<file path="config.mk">
export PLATFORM = sky130hd
export DESIGN_NAME = pow_share_arbiter
export DESIGN_NICKNAME = d
export VERILOG_FILES = /design/src/rtl/pow_share_arbiter.sv
export SDC_FILE = /design/constraint.sdc
export NUM_CORES = 1
export LEC_CHECK = 0
export ABC_AREA = 1
export ABC_CLOCK_PERIOD_IN_PS = 12500
export CAP_MARGIN = 40
export CORE_AREA = 2 2 161 178
export DETAILED_ROUTE_END_ITERATION = 8
export DIE_AREA = 0 0 163 180
export PLACE_DENSITY = 0.57
export SLEW_MARGIN = 20
export SYNTH_ARGS = -nofsm -noshare
export SYNTH_HDL_FRONTEND = slang
export SYNTH_SLANG_ARGS = --single-unit
</file>
<file path="constraint.sdc">
create_clock -name clock -period 12.5 [get_ports clock]
set_input_delay 2.5 -clock clock [delete_from_list [all_inputs] [get_ports clock]]
set_output_delay 2.5 -clock clock [all_outputs]
set_load 0.05 [all_outputs]
</file>
<file path="src/rtl/pow_share_arbiter.sv">
// pow_share_arbiter: round-robin share of one iterative power unit.
// Each job computes n^k mod 2^W with one truncated multiply per cycle.
module pow_share_arbiter #(
   parameter int N_REQ = 4,
   parameter int W     = 18,
   parameter int EXP_W = 3
) (
   input  logic                   clock,
   input  logic                   reset_n,
   input  logic [N_REQ-1:0]       req,
   input  logic [N_REQ*W-1:0]     n,
   input  logic [N_REQ*EXP_W-1:0] k,
   output logic [N_REQ-1:0]       grant,
   output logic [N_REQ-1:0]       done,
   output logic [W-1:0]           result,
   output logic                   busy
);

   localparam int IW = (N_REQ > 1) ? $clog2(N_REQ) : 1;

   typedef enum logic {
      S_IDLE,
      S_CALC
   } state_t;

   state_t             r_state;
   state_t             w_state_nxt;
   logic [W-1:0]       r_n;
   logic [W-1:0]       r_acc;
   logic [EXP_W-1:0]   r_cnt;
   logic [N_REQ-1:0]   r_id;
   logic [IW-1:0]      r_last;

   logic [W-1:0]       w_n_arr [N_REQ];
   logic [EXP_W-1:0]   w_k_arr [N_REQ];
   logic [IW:0]        w_j;
   logic [IW-1:0]      w_jj;
   logic [IW-1:0]      w_win;
   logic [N_REQ-1:0]   w_oh;
   logic               w_any;
   logic [W-1:0]       w_n_sel;
   logic [EXP_W-1:0]   w_k_sel;
   logic               w_load;
   logic               w_step;
   logic               w_fin;
   logic [W-1:0]       w_mul;

   // unpack the flat operand buses into per-requester lanes
   always_comb begin
      for (int i = 0; i < N_REQ; i++) begin
         w_n_arr[i] = n[i*W +: W];
         w_k_arr[i] = k[i*EXP_W +: EXP_W];
      end
   end

   // round-robin pick: scan far-to-near so the nearest set bit after last wins
   always_comb begin
      w_any   = 1'b0;
      w_oh    = '0;
      w_win   = '0;
      w_j     = '0;
      w_jj    = '0;
      w_n_sel = '0;
      w_k_sel = '0;
      for (int i = N_REQ; i >= 1; i--) begin
         w_j = {1'b0, r_last} + (IW+1)'(i);
         if (w_j >= (IW+1)'(N_REQ))
            w_j = w_j - (IW+1)'(N_REQ);
         w_jj = w_j[IW-1:0];
         if (req[w_jj]) begin
            w_any     = 1'b1;
            w_win     = w_jj;
            w_oh      = '0;
            w_oh[w_jj] = 1'b1;
            w_n_sel   = w_n_arr[w_jj];
            w_k_sel   = w_k_arr[w_jj];
         end
      end
   end

   // one truncated W x W multiply per cycle
   assign w_mul = r_acc * r_n;

   // state register
   always_ff @(posedge clock or negedge reset_n) begin
      if (!reset_n)
         r_state <= S_IDLE;
      else
         r_state <= w_state_nxt;
   end

   // next state and datapath strobes
   always_comb begin
      w_state_nxt = r_state;
      w_load      = 1'b0;
      w_step      = 1'b0;
      w_fin       = 1'b0;
      unique case (r_state)
         S_IDLE: begin
            if (w_any) begin
               w_load      = 1'b1;
               w_state_nxt = S_CALC;
            end
         end
         S_CALC: begin
            if (r_cnt != '0) begin
               w_step = 1'b1;
            end else begin
               w_fin       = 1'b1;
               w_state_nxt = S_IDLE;
            end
         end
      endcase
   end

   // operand latch, multiply loop and registered pulses
   always_ff @(posedge clock or negedge reset_n) begin
      if (!reset_n) begin
         r_n    <= '0;
         r_acc  <= '0;
         r_cnt  <= '0;
         r_id   <= '0;
         r_last <= IW'(N_REQ - 1);
         grant  <= '0;
         done   <= '0;
         result <= '0;
         busy   <= 1'b0;
      end else begin
         grant <= w_load ? w_oh : '0;
         done  <= w_fin ? r_id : '0;
         busy  <= (w_state_nxt == S_CALC);
         if (w_load) begin
            r_n    <= w_n_sel;
            r_cnt  <= w_k_sel;
            r_acc  <= W'(1);
            r_id   <= w_oh;
            r_last <= w_win;
         end
         if (w_step) begin
            r_acc <= w_mul;
            r_cnt <= r_cnt - EXP_W'(1);
         end
         if (w_fin)
            result <= r_acc;
      end
   end

endmodule

</file>
Word-level counts from Yosys, hierarchy flattened
Cells that the tools add are included.
Widths: inputs -> output; s select.
{"block": "classes", "n_reduce_logical": 6, "n_mul": 1, "n_lt_le_gt_ge": 16, "n_addsub": 9, "bitwise": 5, "n_mux": 77}
{"cell": "$mux 18", "count": 14}
{"cell": "$bmux 18 s2", "count": 4}
{"cell": "$mux 3", "count": 14}
{"cell": "$bmux 3 s2", "count": 4}
{"cell": "$ge 3x3->1 const B", "count": 8}
{"cell": "$mux 4", "count": 6}
{"cell": "$mul 18x18->18", "count": 1}
{"cell": "$mux 1", "count": 18}
{"cell": "$mux 2", "count": 8}
{"cell": "$lt 2x3->1 const B", "count": 4}
{"cell": "$not 2->3", "count": 4}
{"cell": "$bmux 1 s2", "count": 4}
{"cell": "$demux 1 s2", "count": 4}
{"cell": "$ge 2x1->1 const B", "count": 4}
{"cell": "$sub 2x1->2 const B", "count": 4}
{"cell": "$add 2x2->3 const B", "count": 2}
{"cell": "$logic_and 1x1->1", "count": 4}
{"cell": "$add 2x1->3 const B", "count": 1}
{"cell": "$add 2x3->3 const B", "count": 1}
{"cell": "$reduce_bool 3->1", "count": 1}
{"cell": "$sub 3x1->3 const B", "count": 1}
{"cell": "$pmux 1 s2", "count": 1}
{"cell": "$reduce_bool 2->1", "count": 1}
{"cell": "$not 1->1", "count": 1}
{"block": "totals", "word_cells": 123, "output_inout_bits": 27, "ff_bits": 72}

Depth between registers and ports, before layout
Gate-level depths: netlist of the first run.
{"block": "depth", "depth_word": 13, "depth_mapped": 29}

Worst setup path before layout of the first run
Ideal clock, no wire load.
{"block": "synth_path", "kind": "register to register", "start": "register r_n[3]", "end": "register r_acc[16]", "t_arrival_ns": 5.092, "stages_incl_launch_ff": 27, "required_ns": 12.375, "synth_period_minus_slack_ns": 5.218, "slack_ns": 7.282, "path_buffers": 2, "setup_ns": 0.125, "path_cell_list": "dfrtp_1 -> clkbuf_1 -> clkbuf_1 -> nand2_1 -> inv_1 -> fa_1 -> inv_1 -> fa_1 -> fa_1 -> fa_1 -> inv_1 -> fa_1 -> inv_1 -> fa_1 -> inv_1 -> ha_1 -> nand2_1 -> nor3_1 -> nand3_1 -> nand3_1 -> nand2_1 -> nand2_1 -> nand2_1 -> nand2_1 -> a21oi_1 -> o21ai_0 -> o21ai_1"}
{"block": "synth_between", "elab_chain_len": 2}
{"item": "start, declared", "line": "28", "source": "logic [W-1:0] r_n;"}
{"item": "start signal, assigned", "line": "133", "source": "r_n <= w_n_sel;"}
{"item": "$mul 18x18->18", "line": "82", "source": "assign w_mul = r_acc * r_n;"}
{"item": "$mux 18", "line": "139", "source": "if (w_step) begin"}
{"item": "end signal, assigned", "line": "140", "source": "r_acc <= w_mul;"}
{"item": "end, declared", "line": "29", "source": "logic [W-1:0] r_acc;"}
No other way between the ends.
A chain may end at the register's enable or synchronous reset.

Worst setup path in the final report of the first run
Ends and elaborated chain as after synthesis.

==> results list, run 1 <==
* Library cell occupying the most area in the post-synthesis netlist: fa_1
* Largest fanout of any net on the critical path: 17
* First-pass GRT wire length: a little under 50000 um
- The final max-slew violation count is 0.
- Hold bufs inserted after CTS: 0
* Share of the core filled with cells in the final layout: 0.455
* Min Tclk post-route: 5.56 ns
- Antenna violations before repair: 0
- Counting flops with an async set or reset pin after synthesis yields a share of 1.00.
- In this run, synthesis inferred 0 flip-flops with an integrated enable.
- Antenna cell count: 0
- Hold Path Origin: result[8]
- The path with the worst hold slack has its endpoint at result[8].
* H-tree lvl count: 3
- Netlist Area Pre-Place: around 11000 sq um
- At the end of the flow, the number of nets in the layout was slightly below 2000.
- For the pin with the worst max-slew slack, the measured transition is between 0.8 and 0.9 ns.
- Area enclosed by the die boundary: between 20000 and 30000 sq um
- Crit end category: register
- Initial DRC Count: 659
- The floorplan step set the die height to between 150 and 200 um.
- Wires add up to slightly below 30000 um.
- Pin count of the biggest net entering global routing: 85
- Number of failing hold endpoints at the final stage: 0
* Overflow left after global routing: 0
- For the worst-skew pair, the clock arrives at the later sink with an insertion delay of about 0.34 ns.
- TritonCTS created 9 clock buffers.
- Number of unique standard cell types used by synthesis: between 40 and 50
- For this run, the register share of the synthesized area comes to 0.166.
- Setup repair after global routing left no endpoint under its margin.
- STA puts the critical path data required time at roughly 13 ns.
* Endpoint of the worst register-to-register path: r_acc[16]
- For this run, the top clock speed supported by timing is 0.180 GHz.
- Crit path largest cell delay: roughly 0.62 ns
* Remaining DRCs: 0
- Summed over all failing endpoints, the final setup total negative slack is 0 ns.
- Average cell area after synthesis: between 6 and 7 sq um
- Post-Syn Nets: around 1900
* Count of input and output buffers: about 120
- In this run the horizontal extent of the chip is approximately 160 um.
- Clock sinks: 72
- Final setup violation count: 0
- Depth of the worst register-to-register path: 24
- Clock-pin slew was measured on the worst setup and hold paths at roughly 0.070 ns.
* Number of global-route vias before repair: 9754
* Synthesized flop and latch total: 72
* Arrival time at the worst endpoint: 5.76 ns
- The initial utilization of the core area, before any placement, comes to 0.393.
* Area fraction of the dominant cell type after synthesis: 0.201
- Register-to-register path setup slack: between 6 and 7 ns
- Number of primary I/O pins: approximately 120
- The first detailed-routing pass took 5 iterations.
* Most common library cells after synthesis: nand2_1, inv_1, o21ai_0
- Max-cap violations in this run came to 0.
- For this run, the number of Yosys warnings is 0.
- Detailed routing inserted a total of between 9000 and 10000 vias.
* Detailed-placement wirelength estimate: around 23000 um
* Dominant cell by count in the synthesized netlist: nand2_1
* Most instantiated flip-flop cell in the synthesis netlist: dfrtp_1
- The largest individual stage delay along the critical path comes from the cell dfrtp_1.
- Layout overhead on the synthesized area: 15.9%
- After detailed routing, the number of vias per cell comes to around 4.8.
- TritonCTS built the clock tree.
- Num rows: between 60 and 70
* Launching point of the worst reg2reg path: r_n[3]
* Cells taking the most area after synthesis: fa_1, nand2_1, dfrtp_1
- Area of the core: 27600 sq um
- Gate count of the mapped netlist: 1641
- The worst setup path is launched from a register.
- Post-CTS timing repair inserted 0 buffers for setup.
- CTS Buffer Depth: 2
* Max-slew headroom at the worst pin: 0.416
- Setup CP Type: register to register
- In the global route stage, overall resource usage came out at 0.209.
- Of the cells placed in the final design, the portion with a size suffix greater than 1 is 0.0312.
* Global placer's final weighted congestion: roughly 0.87
- Largest clock skew in the final design: 0.0108 ns
- Final critical-path share of the clock period: 0.444
- HP Class: register to register
- The worst hold path passes through 2 cells.
- After clock tree synthesis, the repair step resized 0 gates.
* Cells traversed along the worst timing path: nand2_1 > inv_1 > fa_1 > inv_1 > fa_1 > fa_1 > fa_1 > inv_1 > fa_1 > inv_1 > fa_1 > inv_1 > ha_1 > nand2_1 > nor3_1 > nand3_1 > nand3_1 > nand2_1 > nand2_1 > nand2_1 > nand2_1 > a21oi_1 > o21ai_0 > o21ai_1
- In the final routed layout, each cell accounts on average for around 14 um.
- Antenna violation net count after detailed routing: 0
* Run status: finished, final reports clean
- The root buffer cell chosen for the clock tree is clkbuf_16.
## cell usage in the layout (no fill, tap or decap), types with 5 or more instances in the layout
master	count
nand2_1	514
inv_1	390
o21ai_0	142
clkdlybuf4s50_1	115
fa_1	109
dfrtp_1	70
nor2_1	64
ha_1	59
nand3_1	40
a21oi_1	31
mux2i_1	23
a211oi_1	18
o22ai_1	13
o211ai_1	13
a22o_1	9
clkbuf_16	9
buf_4	9
a41oi_1	6
inv_2	5
nor3_2	5
nor3_1	5
## critical path: cells and delay by family (launching register included)
kind / cells / cell delay [ns]
buffers and inverters: 5 / 0.26
AND/OR/NAND/NOR: 9 / 0.96
AO/OA/AOI/OAI: 3 / 0.22
adder cells (fa/ha/maj): 7 / 3.37
flip-flops: 1 / 0.62
## how the worst max path moves through the flow
stage | start | end | slack, ns | cells past startpoint
after floorplan | r_n[3] | r_acc[16] | 7.28 | 26
after global placement | req[0] | r_n[4] | 6.89 | 13
after detailed placement | req[1] | r_last[0] | 6.87 | 12
after CTS | r_n[3] | r_acc[16] | 6.94 | 24
after global routing | r_n[4] | r_acc[16] | 6.66 | 24
final | r_n[3] | r_acc[16] | 6.94 | 24
## per-stage QoR
| step | hold slack [ns] | setup slack (ns) | instances | cell area [sq um] |
|---|---|---|---|---|
| after floorplan | 0.457 | 7.28 | 1641 | 10800 |
| after global placement | 0.470 | 6.89 | 2041 | 12200 |
| after detailed placement | 0.475 | 6.87 | 2046 | 12300 |
| after CTS | 0.491 | 6.94 | 2062 | 12600 |
| after global routing | 0.520 | 6.66 | 2063 | 12600 |
| final | 0.486 | 6.94 | 2063 | 12600 |
## state kept, by name, summed over array words and instances (netlist names)
name,flops
r_acc,18
r_n,18
busy,1
done,4
r_id,4
grant,4
r_cnt,3
r_last,2
result,18
## kinds of logic (layout without fill, tap and decap cells)
| logic type | after synthesis | count (layout) | share of synthesized area |
|---|---|---|---|
| flops | 72 | 72 | 0.166 |
| fa+ha+maj | 168 | 168 | 0.269 |
| xor+xnor | 7 | 7 | 0.00565 |
| compound gates | 252 | 252 | 0.136 |
| simple gates | 633 | 633 | 0.230 |
| mux | 24 | 24 | 0.0223 |
| buf+inv | 485 | 544 | 0.171 |
## area by class of cell
cell class / instances / area, sq um
tap: 363 / 454
clock buffer: 10 / 239
fill: 2883 / 15100
timing repair buffer: 131 / 1340
inverter: 397 / 1490
sequential: 72 / 1810
multi-input combinational: 1084 / 7190
clock inverter: 6 / 50.0
## routing by layer
metal | routed length [um] | vias up | GRT usage
met5 | 0 | - | 0
met4 | 363 | 0 | 0.0432
met3 | 1110 | 22 | 0.0185
met2 | 15000 | 234 | 0.372
met1 | 13400 | 4594 | 0.276
li1 | - | 5037 | -
Power of run 1 is not shown: default switching activity piles up to over one toggle a cycle in this logic, so the estimate is an artifact.
==> run 2, diff against run 1 <==
Settings changed: ABC_CLOCK_PERIOD_IN_PS 12500 to 4400, PLACE_DENSITY 0.57 to 0.59.
Clock period 12.5 ns to 4.4 ns, I/O delays scaled along.
==> results list, run 2 (same netlist as run 1, synthesis figures left out) <==
* Share of the core filled with cells in the final layout: 0.504 (was 0.455)
- The cell at the root of the clock tree was clkbuf_16 (unchanged).
* Num rows: 64 (unchanged)
* Endpoint of the worst register-to-register path: r_acc[17] (was r_acc[16])
- The checks that failed: negative setup slack.
* Count of input and output buffers: 116 (unchanged)
* Final nets: 2072 (was 1953)
- Cells traversed along the worst timing path: buf_6 > nand2_1 > inv_2 > fa_1 > inv_1 > fa_1 > inv_1 > fa_1 > fa_1 > fa_1 > inv_1 > fa_1 > inv_2 > ha_4 > a21oi_1 > o21a_1 > nand3_2 > nand2_2 > nand2_1 > a21oi_2 > inv_1 > nand3_1 > nand3_1 > nand2_1 (was nand2_1 > inv_1 > fa_1 > inv_1 > fa_1 > fa_1 > fa_1 > inv_1 > fa_1 > inv_1 > fa_1 > inv_1 > ha_1 > nand2_1 > nor3_1 > nand3_1 > nand3_1 > nand2_1 > nand2_1 > nand2_1 > nand2_1 > a21oi_1 > o21ai_0 > o21ai_1).
- Start point of the critical path: r_n[6] (was r_n[3])
* Worst-Margin Slew: 0.747 ns (was 0.876 ns)
- Largest clock skew in the final design: 0.00883 ns (was 0.0108 ns)
* Setup slack of the critical path after layout: -0.629 ns (was 6.94 ns)
- The post-route DRC violation count came to 0 (unchanged).
- Number of violations of the max-capacitance limit: 0 (unchanged)
- Depth of the worst register-to-register path: 24 (unchanged)
- Run status: finished, violations left (was finished, final reports clean).
- Antenna violations before repair: 0 (unchanged)
- Total count of max-transition violations in the final report: 0 (unchanged)
- Largest fanout of any net on the critical path: 3 (was 17)
* Final critical-path share of the clock period: 1.14 (was 0.444)
- The clock transition time at the flip-flop clock pins of the worst setup and hold paths is 0.07 ns (about the same).
- Num CTS Buffers: 9 (unchanged)
- The synthesis-to-finish area growth is 28.4% (was 15.9%).
* Highest clock rate: 0.199 GHz (was 0.180 GHz)
* Via count of the routed design: 10400 (was 9887)
- Largest registers: r_acc x18, r_n x18, result x18 (unchanged).
- CTS tree: built (unchanged)
* Wire length after detailed routing: 32200 um (was 29800 um)
- Pin count of the biggest net entering global routing: 91 (was 85)
- Initial Utilization: 0.393 (unchanged)
* Number of failing hold endpoints at the final stage: 0 (unchanged)
- Unrepaired setup endpoints after global routing: true (was false).
- Launching point of the worst reg2reg path: r_n[6] (was r_n[3])
- The worst hold-check slack was 0.482 ns (was 0.486 ns).
- The arrival time of data at the critical path endpoint came to 5.31 ns (was 5.76 ns).
- The minimum period implied by the final worst setup slack was 5.03 ns (was 5.56 ns).
- Crit path required time: 4.68 ns (was 12.71 ns)
* Number of global-route vias before repair: 10300 (was 9754)
* Logic depth of the worst path, buffers included: 24 (unchanged)
* Setup crit end: r_acc[17] (was r_acc[16])
* Clock latency on the worst-skew pair: 0.34 ns (about the same)
- Antenna cell count: 0 (unchanged)
- Ratio of cells with drive above 1 in the final layout: 0.144 (was 0.0312)
* Horizontal extent of the die: 163 um (unchanged)
- Max-slew headroom at the worst pin: 0.502 (was 0.416)
- Detailed-placement wirelength estimate: 26000 um (was 23400 um)
- The path class of the lowest-slack min-delay path is register to register (unchanged).
- The count of final setup violators was 8 (was 0).
- Vias per cell: 4.77 (was 4.79)
- Slowest cell on the critical path: fa_1 (was dfrtp_1)
- Overflow left after global routing: 0 (unchanged)
* Critical path launch point type: register (unchanged)
- Number of primary I/O pins: 117 (unchanged)
- The most numerous cell type found on the critical path is fa_1.
- Clock sinks: 72 (unchanged)
- Crit path largest cell delay: 0.53 ns (was 0.62 ns)
- The routability congestion estimate from global placement came to 0.961 (was 0.869).
- The global routing usage summed across all routing layers is 0.224 (was 0.209).
- The commonest non-fill, non-tap cell in the layout is nand2_1 (unchanged).
- The class of the most critical setup path is register to register (unchanged).
* Wire per inst: 14.8 um (was 14.4 um)
- WP buf/inv: 7 (was 5)
- The global-route wire length before repair was 52500 um (was 49300 um).
- The family of cells with the greatest summed delay on the critical path is adder cells (unchanged).
- The number of routed nets with antenna violations came to 0 (unchanged).
- The maximum buffer depth of the clock tree is 2 (unchanged).
- Area enclosed by the die boundary: 29300 sq um (unchanged)
- Area of the core: 27600 sq um (unchanged)
* Number of optimization iterations in the first detailed-route pass: 5 (unchanged)
* H-tree lvl count: 3 (unchanged)
* Initial DRC Count: 600 (was 659)
- The register-to-register path setup slack was -0.63 ns (was 6.94 ns).
* Hold bufs inserted after CTS: 0 (unchanged)
- Most frequent cells in the layout: nand2_1, inv_1, o21ai_0 (unchanged)
- The endpoint type of the worst setup path was a register (unchanged).
- The vertical die dimension came to 180 um (unchanged).
[run 2: worst register-to-register path: stages, from the launching register on]
cell     delay, ns
dfrtp_1       0.42
buf_6         0.13
nand2_1       0.07
inv_2         0.04
fa_1          0.53
inv_1         0.05
fa_1          0.47
inv_1         0.05
fa_1          0.49
fa_1          0.44
fa_1          0.49
inv_1         0.05
fa_1          0.49
inv_2         0.05
ha_4          0.22
a21oi_1       0.12
o21a_1        0.16
nand3_2       0.12
nand2_2       0.09
nand2_1       0.07
a21oi_2       0.18
inv_1         0.06
nand3_1       0.07
nand3_1       0.07
nand2_1       0.06
[run 2: area by class of cell]
cell class	count	area, sq um
Tap cell	363	454
Inverter	397	1490
Clock buffer	10	239
Clock inverter	6	68.8
Fill cell	2740	13700
Multi-Input combinational cell	1084	7570
Sequential cell	72	1820
Timing Repair Buffer	250	2290
[run 2: worst min path at each step]
| stage | start | end | slack, ns | depth (start not counted) |
|---|---|---|---|---|
| global route | r_id[2] | done[2] | 0.50 | 2 |
| detailed placement | r_id[2] | done[2] | 0.47 | 2 |
| finish | r_id[2] | done[2] | 0.48 | 2 |
| CTS | r_id[2] | done[2] | 0.49 | 2 |
| global placement | r_id[2] | done[2] | 0.47 | 2 |
| floorplan | r_id[0] | done[0] | 0.46 | 2 |
[run 2: timing repair]
| item | in CTS | in global routing |
|---|---|---|
| endpoints found under the hold margin | 0 | 0 |
| buffers inserted | 11 | 11 |
| cloned | 0 | 0 |
| gates resized for setup | 58 | 61 |
| pin swaps | 25 | 32 |
| endpoints found under the setup margin | 11 | 11 |
[run 2: stage by stage]
| step | cell area [sq um] | cells | TNS (ns) | setup WS, ns |
|---|---|---|---|---|
| finish | 13900 | 2182 | -3.23 | -0.629 |
| global route | 13900 | 2182 | -4.89 | -0.915 |
| CTS | 13700 | 2175 | -3.05 | -0.565 |
| detailed placement | 13100 | 2148 | -4.33 | -0.660 |
| global placement | 13100 | 2147 | -4.13 | -0.617 |
| floorplan | 11000 | 1641 | -2.02 | -0.560 |
[run 2: layer usage]
metal | vias to the layer above | part of all wire | track usage
met1 | 4824 | 0.43 | 0.295
met4 | 0 | 0.030 | 0.0708
met5 | - | 0 | 0
met2 | 259 | 0.49 | 0.386
li1 | 5273 | - | -
met3 | 52 | 0.042 | 0.0219
Power of run 2 is left out for the same reason.
==> run 3, diff against run 2 <==
Settings changed: GPL_ROUTABILITY_DRIVEN set to 0.
==> results list, run 3 (same netlist as run 1, synthesis figures left out) <==
- Number of violations of the max-capacitance limit: 0 (unchanged)
* Total global routing track utilization: 0.226 (was 0.224)
- HP Class: register to register (unchanged)
- Largest registers: r_acc x18, r_n x18, result x18 (unchanged)
- Num rows: 64 (unchanged)
- Clock latency on the worst-skew pair: 0.34 ns (about the same)
- Layout overhead on the synthesized area: 29.1% (was 28.4%)
- Min Tclk post-route: 4.99 ns (was 5.03 ns)
- Crit path required time: 4.62 ns (was 4.68 ns)
- The final clock period utilization by the worst path is 1.13 (was 1.14).
- Area of the core: 27600 sq um (unchanged)
- Max-slew headroom at the worst pin: 0.516 (was 0.502)
- Hold Path Origin: result[3] (was r_id[2])
* Antenna violations before repair: 0 (unchanged)
- The HPWL reported at the end of detailed placement came to 26100 um (was 26000 um).
- The detailed-router iteration count before antenna repair is 6 (was 5).
- Number of failing hold endpoints at the final stage: 0 (unchanged)
* Worst-Margin Slew: 0.726 ns (was 0.747 ns)
* Num CTS Buffers: 9 (unchanged)
- Number of global-route vias before repair: 10500 (was 10300)
- The final worst clock skew is 0.0112 ns (was 0.00883 ns).
* Most frequent cells in the layout: nand2_1, inv_1, o21ai_0 (unchanged)
- The arrival time of data at the critical path endpoint came to 5.21 ns (was 5.31 ns).
- The number of standard cells in the layout, taps in and fillers out came to 2174 (was 2182).
- The leftover overflow at the end of global routing is 0 (unchanged).
- Start point of the critical path: r_acc[5] (was r_n[6])
- Ratio of cells with drive above 1 in the final layout: 0.161 (was 0.144)
- Placed instance area: 13000 sq um (was 13100 sq um)
- The area of the die was 29300 sq um (unchanged).
- Critical path launch point type: register (unchanged)
- Clock sinks: 72 (unchanged)
- The total detailed-routing wirelength is 32500 um (was 32200 um).
- Run status: finished, violations left (unchanged)
- The first-iteration detailed-routing DRC count came to 528 (was 600).
* H-tree lvl count: 3 (unchanged)
* Launching point of the worst reg2reg path: r_acc[5] (was r_n[6])
- The vertical die dimension was 180 um (unchanged).
- Vias per cell: 4.85 (was 4.77)
* Highest clock rate: 0.200 GHz (was 0.199 GHz)
* Commonest non-fill, non-tap cell in the layout: nand2_1 (unchanged)
- Horizontal extent of the die: 163 um (unchanged)
- The initial core utilization is 0.393 (unchanged).
- Number of primary I/O pins: 117 (unchanged)
- Antenna cell count: 0 (unchanged)
- The post-placement cell count was 2144 (was 2148).
- The final max-slew violation count is 0 (unchanged).
- Via count of the routed design: 10500 (was 10400)
* Crit end category: register (unchanged)
- The maximum buffer depth of the clock tree is 2 (unchanged).
- The largest fanout on the critical path is 6 (was 3).
- Unrepaired setup endpoints after global routing: true (unchanged).
- Failing checks: negative setup slack (unchanged)
- The final cell area excluding filler cells is 14000 sq um (was 13900 sq um).
- Antenna violation net count after detailed routing: 0 (unchanged)
* Count of input and output buffers: 116 (unchanged)
- The count of final setup violators came to 8 (unchanged).
* First-pass GRT wire length: 53100 um (was 52500 um)
* Wire per inst: 14.9 um (was 14.8 um)
- CTS tree: built (unchanged)
* Setup CP Type: register to register (unchanged)
- The largest net degree at the start of global routing was 113 (was 91).
- The post-route DRC violation count came to 0 (unchanged).
- Final nets: 2064 (was 2072)
- Clock-pin slew on the worst setup and hold paths: 0.07 ns (about the same)
* Hold bufs inserted after CTS: 0 (unchanged)
- The post-layout worst setup margin is -0.588 ns (was -0.629 ns).
* Root buffer selected by CTS: clkbuf_16 (unchanged)
run 3: changes by cell type in the layout (fill, tap and decap cells not counted), sizes merged:
cell / before / now
clkinv: 5 / 4
buf: 135 / 127
clkbuf: 10 / 9
inv: 396 / 398
run 3: worst paths after layout:
kind                        endpoint  slack, ns  cells after the start
min in group asynchronous   grant[3]       0.53                      1
max in group asynchronous   r_acc[5]       2.94                      3
max                        r_acc[16]      -0.59                     24
max reg2reg                r_acc[16]      -0.59                     24
min                        result[3]       0.49                      2
min reg2reg                result[3]       0.49                      2
run 3: per-stage QoR:
stage	util	setup slack (ns)	setup TNS, ns	hold slack (ns)
after floorplan	-	-0.560	-2.02	0.457
after global placement	0.471	-0.637	-3.76	0.471
after detailed placement	0.472	-0.731	-4.15	0.477
after CTS	0.489	-0.617	-3.18	0.494
after global routing	0.507	-0.802	-4.50	0.513
final	0.507	-0.588	-2.89	0.487
run 3: worst max-delay path, stage by stage, from the launching register on:
cell	delay (ns)
dfrtp_2	0.46
nand2_2	0.09
inv_2	0.04
fa_1	0.51
inv_2	0.04
fa_1	0.54
fa_1	0.43
fa_1	0.50
inv_1	0.05
fa_1	0.47
inv_1	0.04
fa_1	0.49
inv_2	0.05
ha_4	0.29
nand2_4	0.07
nor3_4	0.14
nand2_1	0.10
nand3_2	0.10
nand2_2	0.06
nand2_1	0.06
nand2_1	0.05
nand2_2	0.07
a21oi_2	0.05
o21ai_1	0.10
o21ai_1	0.07
run 3: timing repair:
action                                  CTS  global route
gates cloned                              0             0
buffers inserted                          2            13
resized for setup                        49           110
pin swaps                                10            41
endpoints found under the setup margin   10            11
run 3: final cells by class:
cell class,count,area [sq um]
inverters,397,1500
repair buffers,242,2250
multi-input cells,1084,7670
clock inverters,7,77.6
clock buffers,9,225
flip-flops and latches,72,1820
fillers,2763,13600
well taps,363,454
run 3: per-layer routing:
metal | vias to the layer above | part of all wire | wire, um | global-route usage
li1 | 5260 | - | - | -
met3 | 43 | 0.040 | 1300 | 0.0159
met4 | 0 | 0.022 | 716 | 0.0527
met2 | 261 | 0.50 | 16100 | 0.393
met5 | - | 0 | 0 | 0
met1 | 4972 | 0.44 | 14300 | 0.305
Power of run 3 is left out for the same reason.
